===== config.mk =====
export PLATFORM = sky130hd
export DESIGN_NAME = glitcbus_slave_flat
export DESIGN_NICKNAME = d
export VERILOG_FILES = /design/src/rtl/glitcbus_slave_if.sv /design/src/rtl/glitcbus_slave.sv /design/src/flat_wrapper.sv
export SDC_FILE = /design/constraint.sdc
export NUM_CORES = 1
export LEC_CHECK = 0
export ABC_AREA = 1
export BUFFER_PORTS_ARGS = -buffer_cell sky130_fd_sc_hd__clkbuf_2
export CORE_UTILIZATION = 47
export CTS_BUF_LIST = sky130_fd_sc_hd__clkbuf_16
export CTS_CLUSTER_SIZE = 25
export DETAILED_ROUTE_END_ITERATION = 10
export PLACE_DENSITY = 0.76
export SLEW_MARGIN = 20
export SYNTH_ARGS = -nofsm -noshare
export SYNTH_HDL_FRONTEND = slang
export SYNTH_SLANG_ARGS = --single-unit

===== constraint.sdc =====
create_clock -name clk_i -period 1.35 [get_ports clk_i]
set_input_delay 0.27 -clock clk_i [delete_from_list [all_inputs] [get_ports clk_i]]
set_output_delay 0.27 -clock clk_i [all_outputs]
set_load 0.005 [all_outputs]

===== src/rtl/glitcbus_slave_if.sv =====
// GLITCBUS slave-side signal bundle: serial byte bus toward the TISC master
// plus the internal stb/ack register port.
interface glitcbus_slave_if;
    logic        gsel_b_i;
    logic        grdwr_b_i;
    logic [7:0]  gad_i;
    logic [7:0]  gad_o;
    logic        gad_t;
    logic [15:0] reg_adr_o;
    logic [31:0] reg_dat_o;
    logic [31:0] reg_dat_i;
    logic        reg_we_o;
    logic        reg_stb_o;
    logic        reg_ack_i;

    modport slave (
        input  gsel_b_i, grdwr_b_i, gad_i, reg_dat_i, reg_ack_i,
        output gad_o, gad_t, reg_adr_o, reg_dat_o, reg_we_o, reg_stb_o
    );

    modport master (
        output gsel_b_i, grdwr_b_i, gad_i, reg_dat_i, reg_ack_i,
        input  gad_o, gad_t, reg_adr_o, reg_dat_o, reg_we_o, reg_stb_o
    );
endinterface


===== src/rtl/glitcbus_slave.sv =====
// GLITC-side GLITCBUS responder: turns 2 address bytes (+4 write bytes) into one
// 32-bit register access and returns read data MSB-first over GAD.
module glitcbus_slave #(
    parameter int unsigned TURNAROUND   = 2,
    parameter logic [31:0] TIMEOUT_DATA = 32'hFFFF_FFFF
) (
    input  logic            clk_i,
    input  logic            rst_i,
    glitcbus_slave_if.slave bus,
    output logic            busy_o,
    output logic            timeout_o
);
    typedef enum logic [2:0] {
        IDLE, ADR_LO, WR_DAT, WR_REQ, RD_TURN, RD_DAT, WAIT_DESEL
    } state_t;

    localparam logic [2:0] TA_LAST = 3'(TURNAROUND - 1);

    state_t      r_state, w_state_nxt;
    logic [2:0]  r_cnt;
    logic        r_rd;
    logic [15:0] r_adr;
    logic [31:0] r_wdat;
    logic [31:0] r_rdat;
    logic        r_stb;
    logic        r_we;
    logic        r_timeout;
    logic        w_desel;

    assign w_desel = bus.gsel_b_i;

    always_ff @(posedge clk_i) begin
        if (rst_i) r_state <= IDLE;
        else       r_state <= w_state_nxt;
    end

    // Deselect during any receive/turnaround/drive phase aborts; WR_REQ always completes.
    always_comb begin
        w_state_nxt = r_state;
        case (r_state)
            IDLE:       if (!w_desel) w_state_nxt = ADR_LO;
            ADR_LO:     if (w_desel) w_state_nxt = IDLE;
                        else         w_state_nxt = r_rd ? RD_TURN : WR_DAT;
            WR_DAT:     if (w_desel)              w_state_nxt = IDLE;
                        else if (r_cnt == 3'd3)   w_state_nxt = WR_REQ;
            WR_REQ:     if (bus.reg_ack_i) w_state_nxt = w_desel ? IDLE : WAIT_DESEL;
            RD_TURN:    if (w_desel)              w_state_nxt = IDLE;
                        else if (r_cnt == TA_LAST) w_state_nxt = RD_DAT;
            RD_DAT:     if (w_desel)              w_state_nxt = IDLE;
                        else if (r_cnt == 3'd3)   w_state_nxt = WAIT_DESEL;
            WAIT_DESEL: if (w_desel) w_state_nxt = IDLE;
            default:    w_state_nxt = IDLE;
        endcase
    end

    always_comb begin
        busy_o        = (r_state != IDLE);
        timeout_o     = r_timeout;
        bus.gad_t     = (r_state != RD_DAT);
        bus.gad_o     = (r_state == RD_DAT) ? r_rdat[31:24] : 8'h00;
        bus.reg_adr_o = r_adr;
        bus.reg_dat_o = r_wdat;
        bus.reg_we_o  = r_we;
        bus.reg_stb_o = r_stb;
    end

    always_ff @(posedge clk_i) begin
        if (rst_i) begin
            r_cnt     <= 3'd0;
            r_rd      <= 1'b0;
            r_adr     <= 16'h0000;
            r_wdat    <= 32'h0;
            r_rdat    <= 32'h0;
            r_stb     <= 1'b0;
            r_we      <= 1'b0;
            r_timeout <= 1'b0;
        end else begin
            r_cnt     <= (w_state_nxt == r_state) ? r_cnt + 3'd1 : 3'd0;
            r_timeout <= 1'b0;
            case (r_state)
                IDLE: if (!w_desel) begin
                    r_adr[15:8] <= bus.gad_i;
                    r_rd        <= bus.grdwr_b_i;
                end
                ADR_LO: begin
                    r_adr[7:0] <= bus.gad_i;
                    if (!w_desel && r_rd) begin
                        r_stb <= 1'b1;
                        r_we  <= 1'b0;
                    end
                end
                WR_DAT: begin
                    r_wdat <= {r_wdat[23:0], bus.gad_i};
                    if (!w_desel && r_cnt == 3'd3) begin
                        r_stb <= 1'b1;
                        r_we  <= 1'b1;
                    end
                end
                WR_REQ: if (bus.reg_ack_i) begin
                    r_stb <= 1'b0;
                    r_we  <= 1'b0;
                end
                RD_TURN: begin
                    if (w_desel) begin
                        r_stb <= 1'b0;
                    end else if (r_stb && bus.reg_ack_i) begin
                        r_stb  <= 1'b0;
                        r_rdat <= bus.reg_dat_i;
                    end else if (r_stb && r_cnt == TA_LAST) begin
                        // Last chance before the master starts sampling: give up.
                        r_stb     <= 1'b0;
                        r_rdat    <= TIMEOUT_DATA;
                        r_timeout <= 1'b1;
                    end
                end
                RD_DAT:  r_rdat <= {r_rdat[23:0], 8'h00};
                default: ;
            endcase
        end
    end
endmodule

===== src/flat_wrapper.sv =====
// flat-port wrapper written by rule: the top's interface ports become plain ports
module glitcbus_slave_flat 
#(
    parameter int unsigned TURNAROUND   = 2,
    parameter logic [31:0] TIMEOUT_DATA = 32'hFFFF_FFFF
)
  (clk_i, rst_i, busy_o, timeout_o, bus_gsel_b_i, bus_grdwr_b_i, bus_gad_i, bus_reg_dat_i, bus_reg_ack_i, bus_gad_o, bus_gad_t, bus_reg_adr_o, bus_reg_dat_o, bus_reg_we_o, bus_reg_stb_o);
  glitcbus_slave_if bus_i ();
  input  logic clk_i;
  input  logic rst_i;
  output logic busy_o;
  output logic timeout_o;
  input wire logic [$bits(bus_i.gsel_b_i)-1:0] bus_gsel_b_i;
  input wire logic [$bits(bus_i.grdwr_b_i)-1:0] bus_grdwr_b_i;
  input wire logic [$bits(bus_i.gad_i)-1:0] bus_gad_i;
  input wire logic [$bits(bus_i.reg_dat_i)-1:0] bus_reg_dat_i;
  input wire logic [$bits(bus_i.reg_ack_i)-1:0] bus_reg_ack_i;
  output wire logic [$bits(bus_i.gad_o)-1:0] bus_gad_o;
  output wire logic [$bits(bus_i.gad_t)-1:0] bus_gad_t;
  output wire logic [$bits(bus_i.reg_adr_o)-1:0] bus_reg_adr_o;
  output wire logic [$bits(bus_i.reg_dat_o)-1:0] bus_reg_dat_o;
  output wire logic [$bits(bus_i.reg_we_o)-1:0] bus_reg_we_o;
  output wire logic [$bits(bus_i.reg_stb_o)-1:0] bus_reg_stb_o;
  assign bus_i.gsel_b_i = bus_gsel_b_i;
  assign bus_i.grdwr_b_i = bus_grdwr_b_i;
  assign bus_i.gad_i = bus_gad_i;
  assign bus_i.reg_dat_i = bus_reg_dat_i;
  assign bus_i.reg_ack_i = bus_reg_ack_i;
  assign bus_gad_o = bus_i.gad_o;
  assign bus_gad_t = bus_i.gad_t;
  assign bus_reg_adr_o = bus_i.reg_adr_o;
  assign bus_reg_dat_o = bus_i.reg_dat_o;
  assign bus_reg_we_o = bus_i.reg_we_o;
  assign bus_reg_stb_o = bus_i.reg_stb_o;
  glitcbus_slave #(.TURNAROUND(TURNAROUND), .TIMEOUT_DATA(TIMEOUT_DATA)) u_core (.clk_i(clk_i), .rst_i(rst_i), .bus(bus_i), .busy_o(busy_o), .timeout_o(timeout_o));
endmodule

==> metrics.md <==
| Metric | Value |
|---|---|
| Status | finished, violations left |
| Failing checks | negative setup slack |
| Top post-synthesis cells by count | nand2_1 (118), dfxtp_1 (90), o21ai_0 (63) |
| Setup ws final | -338.9 ps |
| Placed Instances | 714 |
| Critical Path AT | 1420 ps |
| Relative slew margins | 78.13% |
| Drt first pass iters | 5 |
| FF-to-FF setup slack | -250 ps |
| Final hold violation count | 0 |
| Starting Density | 49.19% |
| Most frequent cell after synthesis | nand2_1 |
| Non-Filler Instances | 757 |
| Final setup fails | 49 |
| Largest net degree at the start of global routing | 46 |
| Clock root cell | clkbuf_16 |
| Yosys top cell area share | 46.68% |
| Worst min path class | in2reg |
| First-pass GRT wire length | 17480 um |
| Overall Global Routing Usage | 25.70% |
| Core area | 0.007848 mm2 |
| DPL Wire Length | 6714 um |
| Synthesized area | 0.003860 mm2 |
| Top cells by area, synth | dfxtp_1 (47%), nand2_1 (11%), o21ai_0 (8.2%), a21oi_1 (7.8%), nand3_1 (4.5%) |
| PortBufs | 105 |
| Global route overflow | 0 |
| Routed wire per std cell | 16.46 um |
| Ys Warns | 0 |
| Crit Path Max Fanout | 5 |
| Routing usage on met3 | 5.090% |
| Fin Hold WS | 181.2 ps |
| Antenna violations before repair | 0 |
| Area of the multi-input gates | 0.002125 mm2 |
| Overall power | 5.898 mW |
| R2R depth | 9 |
| Seq. cell area | 0.001813 mm2 |
| Worst Setup SP | u_core.r_state[0] |
| Slew @ Worst Pin | 328.0 ps |
| TritonCTS Sinks | 90 |
| Post-synth top area cell | dfxtp_1 |
| Crit path capture type | output pin |
| Worst reg2reg path startpoint | u_core.r_state[0] |
| Post-synthesis sequential area ratio | 46.68% |
| Max Freq | 592.1 MHz |
| Syn avg cell area | 7.628 um2 |
| Final period utilization | 125.1% |
| Met2 usage | 44.69% |
| Ys async rst share | 0% |
| Util after Layout | 72.35% |
| Final WL | 12460 um |
| Critical path type | reg2out |
| Most used flip-flop cell after synthesis | dfxtp_1 |
| Vias per cell | 5.633 |
| H-tree depth | 3 |
| Site row count | 32 |
| Post-synthesis cell type count | 27 |
| Clk_lat worst skew | 350 ps |
| Power per cell area | 1039 mW/mm2 |
| Chip width | 92.63 um |
| CTS tree | built |
| Vias in the first global route | 3787 |
| N_diodes | 0 |
| Maximum vdd drop | 0.6013 mV |
| Flip-flop and latch count after synthesis | 90 |
| Synth Net Count | 554 |
| Vias | 4264 |
| Critical Path RT | 1080 ps |
| Nets@finish | 698 |
| Unrepaired setup endpoints after global routing | true |
| Period minus WS final | 1689 ps |
| # DRC | 0 |
| Setup TNS | -8734 ps |
| Fraction of layout cells with a size suffix above 1 | 41.22% |
| Critical Path End | bus_gad_o[1] |
| CTS Buffer Depth | 2 |
| P_leak | 2.343 nW |
| Most Crowded Layer GR | met2 |
| Max cap viols | 0 |
| Crit start category | flop |
| # fillers | 579 |
| Reg-to-reg endpoint | u_core.r_rdat[24] |
| Clk slew on worst S/H paths | 70 ps |
| Cell count after synthesis | 506 |
| I/O Pins | 106 |
| CTS Hold Buffers Added | 0 |
| Clk_skew | 8.443 ps |
| Post-synth EDFFs | 0 |
| Gp weighted congestion | 0.8871 |
| Layout area overhead | 47.10% |
| Die Y | 92.63 um |
| Num CTS Buffers | 9 |
| 1st-iter DRT viols | 294 |
| DRT antenna net count | 0 |
| Fin. max-slew vios | 0 |
| Met1 Usage GRT | 30.47% |
| Die area | 0.008579 mm2 |
## per-layer routing
metal	share of wire [%]	vias up	routed length [um]
met4	4.2	0	520
met3	6.9	59	856
met1	39	1989	4818
met2	50	225	6261
met5	0	-	0
li1	-	1991	-
## critical path, cell delays in order, from the launching register on
cell and delay [ps]:
dfxtp_4 390, inv_8 40, nor2_4 230, nand2_4 110
nor2_1 160, clkbuf_2 140
## stage by stage
stage | worst slack, ps | cell area, um2
floorplan | 3.782 | 3881
detailed placement | -205.3 | 4662
finish | -338.9 | 5678
CTS | -206.9 | 5350
global route | -369.9 | 5678
global placement | -185.3 | 4662
## area by class of cell
type | count | area share (%)
Inverter | 33 | 2.578
Timing Repair Buffer | 165 | 20.82
Multi-Input combinational cell | 351 | 37.42
Sequential cell | 90 | 31.93
Clock inverter | 7 | 1.036
Clock buffer | 9 | 3.967
Tap cell | 102 | 2.248
## flip-flops by register name, summed over array words and instances, names as in the netlist
| name | cells |
|---|---|
| u_core.r_state | 3 |
| u_core.r_cnt | 3 |
| u_core.r_rdat | 32 |
| u_core.bus.reg_stb_o | 1 |
| u_core.bus.reg_we_o | 1 |
| u_core.r_rd | 1 |
| u_core.timeout_o | 1 |
| u_core.bus.reg_dat_o | 32 |
| u_core.bus.reg_adr_o | 16 |
## timing repair
action / CTS / global route
setup buffers: 16 / 12
endpoints found under the setup margin: 50 / 62
resized for setup: 49 / 106
cloned: 5 / 3
pin swaps: 19 / 32
## power by group
group	internal, mW	switching, mW
Clock	1.28	1.15
Combinational	0.310	0.393
Sequential	2.71	0.0491
## cells by family (layout without fill, tap and decap cells)
| group | after synthesis | in the layout | synth area share [%] |
|---|---|---|---|
| buffers and inverters | 67 | 214 | 8.168 |
| adders and majority gates | 3 | 3 | 0.9726 |
| and+or+nand+nor | 198 | 200 | 23.01 |
| DFF | 90 | 90 | 46.68 |
| AOI/OAI and AO/OA | 148 | 148 | 21.17 |
## how the worst min path moves through the flow
stage / cells after the start / slack [ps] / start / to
after global routing: 2 / 180 / bus_reg_ack_i / u_core.timeout_o
after floorplan: 1 / 350 / bus_reg_ack_i / u_core.timeout_o
final: 3 / 180 / bus_gad_i[7] / u_core.bus.reg_adr_o[7]
after CTS: 2 / 150 / bus_reg_ack_i / u_core.timeout_o
after detailed placement: 1 / 420 / u_core.r_cnt[0] / u_core.r_cnt[0]
after global placement: 1 / 410 / u_core.r_cnt[0] / u_core.r_cnt[0]
## layout by cell type (no fill, tap or decap), types with 3 or more instances in the layout
cell	instances
inv_1	26
nor2_2	7
a21oi_1	58
nand2_4	7
dfxtp_2	3
nor2_4	6
buf_6	19
o21ai_0	26
buf_12	3
inv_4	4
nand2_1	109
buf_8	3
dfxtp_1	85
nand3_1	29
o21ai_2	19
nand2_2	8
buf_16	3
clkbuf_16	10
nor2_1	19
a311oi_2	5
a31oi_1	14
buf_4	30
clkbuf_2	105
inv_6	5
nand3_4	5
o21ai_1	16
nand3_2	4
ha_4	3
a31oi_2	3
Power figures use the tool's default switching activity.
